[src/rtl/ram_sync_read_dp.sv]
// Simple-dual-port RAM with a byte-enable write port and a registered read port.
// After reset it clears itself to INIT_VALUE. Define RAM_OUT_REG_EN to add a second output stage.
module ram_sync_read_dp #(
  parameter int                AWIDTH     = 3,
  parameter int                DWIDTH     = 32,
  parameter int                RDW_MODE   = 0,
  parameter logic [DWIDTH-1:0] INIT_VALUE = '0
) (
  input  logic                  clock,
  input  logic                  reset,
  input  logic                  wr_en,
  input  logic [AWIDTH-1:0]     wr_addr,
  input  logic [DWIDTH-1:0]     wr_din,
  input  logic [DWIDTH/8-1:0]   wr_be,
  input  logic                  rd_en,
  input  logic [AWIDTH-1:0]     rd_addr,
  output logic [DWIDTH-1:0]     rd_dout,
  output logic                  rd_valid,
  output logic                  init_busy
);

  localparam int              DEPTH     = 1 << AWIDTH;
  localparam int              NBYTES    = DWIDTH / 8;
  localparam logic [AWIDTH:0] LAST_ADDR = (AWIDTH + 1)'(DEPTH - 1);
  localparam logic [AWIDTH:0] CNT_ONE   = (AWIDTH + 1)'(1);

  typedef enum logic {CLEAR, READY} state_t;

  state_t            state, state_next;
  logic [AWIDTH:0]   clr_cnt, clr_cnt_next;
  logic [DWIDTH-1:0] mem [DEPTH];
  logic [DWIDTH-1:0] wr_mask;
  logic [DWIDTH-1:0] rd_word;
  logic [DWIDTH-1:0] rd_data_q;
  logic              rd_valid_q;

  always_ff @(posedge clock) begin
    if (reset) begin
      state   <= CLEAR;
      clr_cnt <= '0;
    end else begin
      state   <= state_next;
      clr_cnt <= clr_cnt_next;
    end
  end

  // The clear counter is one bit wider than the address so it never wraps.
  always_comb begin
    state_next   = state;
    clr_cnt_next = clr_cnt;
    case (state)
      CLEAR: begin
        clr_cnt_next = clr_cnt + CNT_ONE;
        if (clr_cnt == LAST_ADDR) state_next = READY;
      end
      default: ;
    endcase
  end

  always_comb begin
    wr_mask = '0;
    for (int i = 0; i < NBYTES; i++) wr_mask[8*i +: 8] = {8{wr_be[i]}};
  end

  always_ff @(posedge clock) begin
    if (!reset) begin
      if (state == CLEAR) begin
        mem[clr_cnt[AWIDTH-1:0]] <= INIT_VALUE;
      end else if (wr_en) begin
        for (int i = 0; i < NBYTES; i++)
          if (wr_be[i]) mem[wr_addr][8*i +: 8] <= wr_din[8*i +: 8];
      end
    end
  end

  // Write-first mode forwards the enabled bytes of a colliding write.
  always_comb begin
    rd_word = mem[rd_addr];
    if (RDW_MODE == 1 && wr_en && wr_addr == rd_addr)
      rd_word = (rd_word & ~wr_mask) | (wr_din & wr_mask);
  end

  always_ff @(posedge clock) begin
    if (reset) begin
      rd_data_q  <= '0;
      rd_valid_q <= 1'b0;
    end else if (state == READY) begin
      rd_valid_q <= rd_en;
      if (rd_en) rd_data_q <= rd_word;
    end else begin
      rd_valid_q <= 1'b0;
    end
  end

`ifdef RAM_OUT_REG_EN
  always_ff @(posedge clock) begin
    if (reset) begin
      rd_dout  <= '0;
      rd_valid <= 1'b0;
    end else begin
      rd_dout  <= rd_data_q;
      rd_valid <= rd_valid_q;
    end
  end
`else
  assign rd_dout  = rd_data_q;
  assign rd_valid = rd_valid_q;
`endif

  assign init_busy = (state == CLEAR);

endmodule
[config.mk]
export PLATFORM = sky130hd
export DESIGN_NAME = ram_sync_read_dp
export DESIGN_NICKNAME = d
export VERILOG_FILES = /design/src/rtl/ram_sync_read_dp.sv
export SDC_FILE = /design/constraint.sdc
export NUM_CORES = 1
export LEC_CHECK = 0
export CAP_MARGIN = 0
export CORE_MARGIN = 4
export CORE_UTILIZATION = 55
export CTS_CLUSTER_DIAMETER = 200
export DETAILED_ROUTE_END_ITERATION = 7
export HOLD_SLACK_MARGIN = 0.1
export MAX_ROUTING_LAYER = met4
export PLACE_DENSITY = 0.75
export SETUP_SLACK_MARGIN = 0.1
export SYNTH_ARGS = -nofsm -noshare
export SYNTH_HDL_FRONTEND = slang
export SYNTH_SLANG_ARGS = --single-unit
[constraint.sdc]
create_clock -name clock -period 4.7 [get_ports clock]
set_input_delay 0.47 -clock clock [delete_from_list [all_inputs] [get_ports clock]]
set_output_delay 0.47 -clock clock [all_outputs]
set_load 0.1 [all_outputs]
==> results.ini <==
[clock_tree]
post_cts_buffers = 0
htreeDepth = 1
cts-resized-gates = 0
clkTransAtPathRegs_ps = 60
clk_latency_ps = 530
postCtsHoldBufs = 0
cts_sinks = 294
clockBufferDepth = 3
cts_tree = yes
cts_buffers = 28
clock-root-buffer = clkbuf_16

[power_and_ir_drop]
ir_drop_v = 0.0002767
swShare_pct = 20.01
combPwrFrac_pct = 5.2
internal-power_w = 0.004395
p_per_area_nw_per_um2 = 405.6
p_clk_share_pct = 41.9
p_leak_nw = 4.583
p_sw_w = 0.001100
seqPwrFrac_pct = 52.9

[critical_path]
path_max_fanout = 28
start_kind = flip-flop
r2r_slack_ps = 1330
r2r.worst_path.cells = 5
cp.required_ps = 4900
reg2reg_to = mem[0][10]
cp-end-kind = flip-flop
critPathKind = flip-flop to flip-flop
worstPathArrival_ps = 3560
rr_startpoint = state

[timing]
post-route-period-util_pct = 71.60
holdWs_ps = 491.4
worst_pin_slew_ps = 1134
rsz0062_at_grt = false
slew_viol_final = 0
fmax_mhz = 297.1
slew_headroom_pct = 24.13
final-setup-viol-count = 0
fin_worst_skew_ps = 24.54
fin_crit_ps = 3365
final-hold-violation-count = 0
setup-tns-final_ps = 0

[routing]
post-route-drc-count = 0
drt-initial-drc-count = 553
wl_per_cell_um = 21.86
routed.top_layer = met4
wl_met2_um = 11790
met3_length_um = 1710
routed_wl_um = 24340
dr_total_vias = 6574
first_pass_iters = 5
viasPerCell = 5.907
wl_met1_um = 10210
drtAntennaViolNets = 0

[global_routing]
antenna_found_initial = 0
grt_pass1_vias = 6526
grt_max_degree = 66
gr-usage-all-layers_pct = 20.80
grt_pass1_wl_um = 36870
grt_overflow = 0

[hold_path]
holdCritStartpoint = rd_dout[2]
min_delay_path_depth = 2
hp-class = flip-flop to flip-flop
min_to = rd_dout[2]

[placement]
gp_congestion = 0.8006
port-buffer-count = 79
hpwl_um = 15920

[floorplan]
start_util_pct = 56.67
fp.dieW_um = 153.3
ios = 80
die-area_um2 = 23500
dieHeight_um = 153.3
core_area_um2 = 20490
num_rows = 52

[final_layout]
diodes = 0
nNetsFinal = 868
area_growth_pct = 16.64
fillers = 1416
drive_gt1_share_pct = 6.999

[synthesis]
synthCells = 755
yosys.cell_types.count = 27
syn-mean-instance-area_um2 = 15.38
ys.warnings.count = 0
synth.cell_area_um2 = 11610
ys_seq_area_share_pct = 72.74
syn_nets = 802
ys_seq_elements = 294

[run]
cap_violations = 0

[status]
status = finished, final reports clean

[sequential cells by signal, summed over array words and instances, names as in the netlist]
signal and flops:
state 1, rd_valid 1, mem 256, clr_cnt 4, rd_dout 32
[cell families after synthesis]
logic type | share of synthesized area (%)
compound gates | 5.904
flops | 72.74
xor+xnor | 0.1509
simple gates | 7.154
fa+ha+maj | 0.1077
buf+inv | 2.112
mux | 11.83
[power groups by stage]
stage / sequential (W) / combinational (W) / clock (W)
2_1_floorplan: 0.00296 / 0.000181 / 0
3_3_place_gp: 0.00296 / 0.000275 / 0
3_5_place_dp: 0.00296 / 0.000284 / 0
4_1_cts: 0.00291 / 0.000285 / 0.00232
5_1_grt: 0.00291 / 0.000305 / 0.00244
6_report: 0.00291 / 0.000287 / 0.00230
[synth_stat cells]
master    count  area, um^2
nand2_1       8       30.03
buf_2         7       35.03
nor3_1       34       170.2
o21ai_0       1       5.000
dfxtp_1      38       760.7
edfxtp_1    256        7687
nand3b_1      3       22.52
a22oi_1      64       480.5
and3b_1       1       8.760
nor3b_1       6       45.04
mux2_2        2       22.52
clkbuf_1     33       123.9
nor2b_1       3       18.77
inv_2         1       3.750
nor2_1       72       270.3
and2_1       34       212.7
buf_4        11       82.58
ha_1          1       12.51
nor4_2        1       12.51
a21o_1        4       30.03
nand3_1       2       10.01
mux2i_1     135        1351
a21oi_1      34       170.2
nor4b_4       1       23.77
or3_1         1       6.260
xor2_1        1       8.760
xnor2_1       1       8.760
[per-stage QoR]
stage / total power (W) / cells / utilization [%] / area [um^2] / setup slack (ps)
6_report: 0.005495 / 1113 / 66.10 / 13550 / 1335
5_1_grt: 0.005653 / 1113 / 66.10 / 13550 / 1240
4_1_cts: 0.005515 / 1113 / 66.10 / 13550 / 1395
3_5_place_dp: 0.003247 / 1061 / 61.43 / 12590 / 1152
3_3_place_gp: 0.003233 / 1061 / 61.43 / 12590 / 1229
2_1_floorplan: 0.003140 / 755 / - / 11610 / 2578
[cells in the final DEF (no fill, tap or decap), types with 5 or more instances in the layout]
master and n:
nor3_1 34, and2_1 34, a21oi_1 34, clkinv_2 5, edfxtp_1 256, clkbuf_1 7, buf_4 6, bufinv_16 5
nand2_1 8, clkdlybuf4s50_1 77, nor3b_1 6, clkbuf_16 29, dfxtp_1 38, nor2_1 71, a22oi_1 64, mux2i_1 135
[layout make-up]
class	instances	area (um^2)	share of cell area [%]
clock inverters	16	205.2	1.515
flip-flops and latches	294	8448	62.36
clock buffers	36	752.0	5.551
inverters	1	3.754	0.02771
multi-input cells	409	2928	21.61
well taps	270	337.8	2.494
repair buffers	87	872.1	6.438
[layer usage]
metal	vias up	track usage, %
met4	0	6.364
met5	-	-
met1	3240	28.01
met3	42	3.053
li1	3010	-
met2	282	33.26
[how the worst max path moves through the flow]
stage,start,endpoint,depth (start not counted)
2_1_floorplan,reset,mem[7][0],4
3_3_place_gp,wr_be[1],mem[0][2],6
3_5_place_dp,reset,mem[0][9],5
4_1_cts,state,mem[0][3],5
5_1_grt,state,mem[0][2],5
6_report,state,mem[0][10],5
[critical path, cell delays in order (launching register included)]
cell	delay, ps
dfxtp_1	570
inv_2	140
nor4b_4	820
buf_12	280
mux2i_1	820
nor2_1	390
No activity file was read; power rests on OpenSTA's default activity.
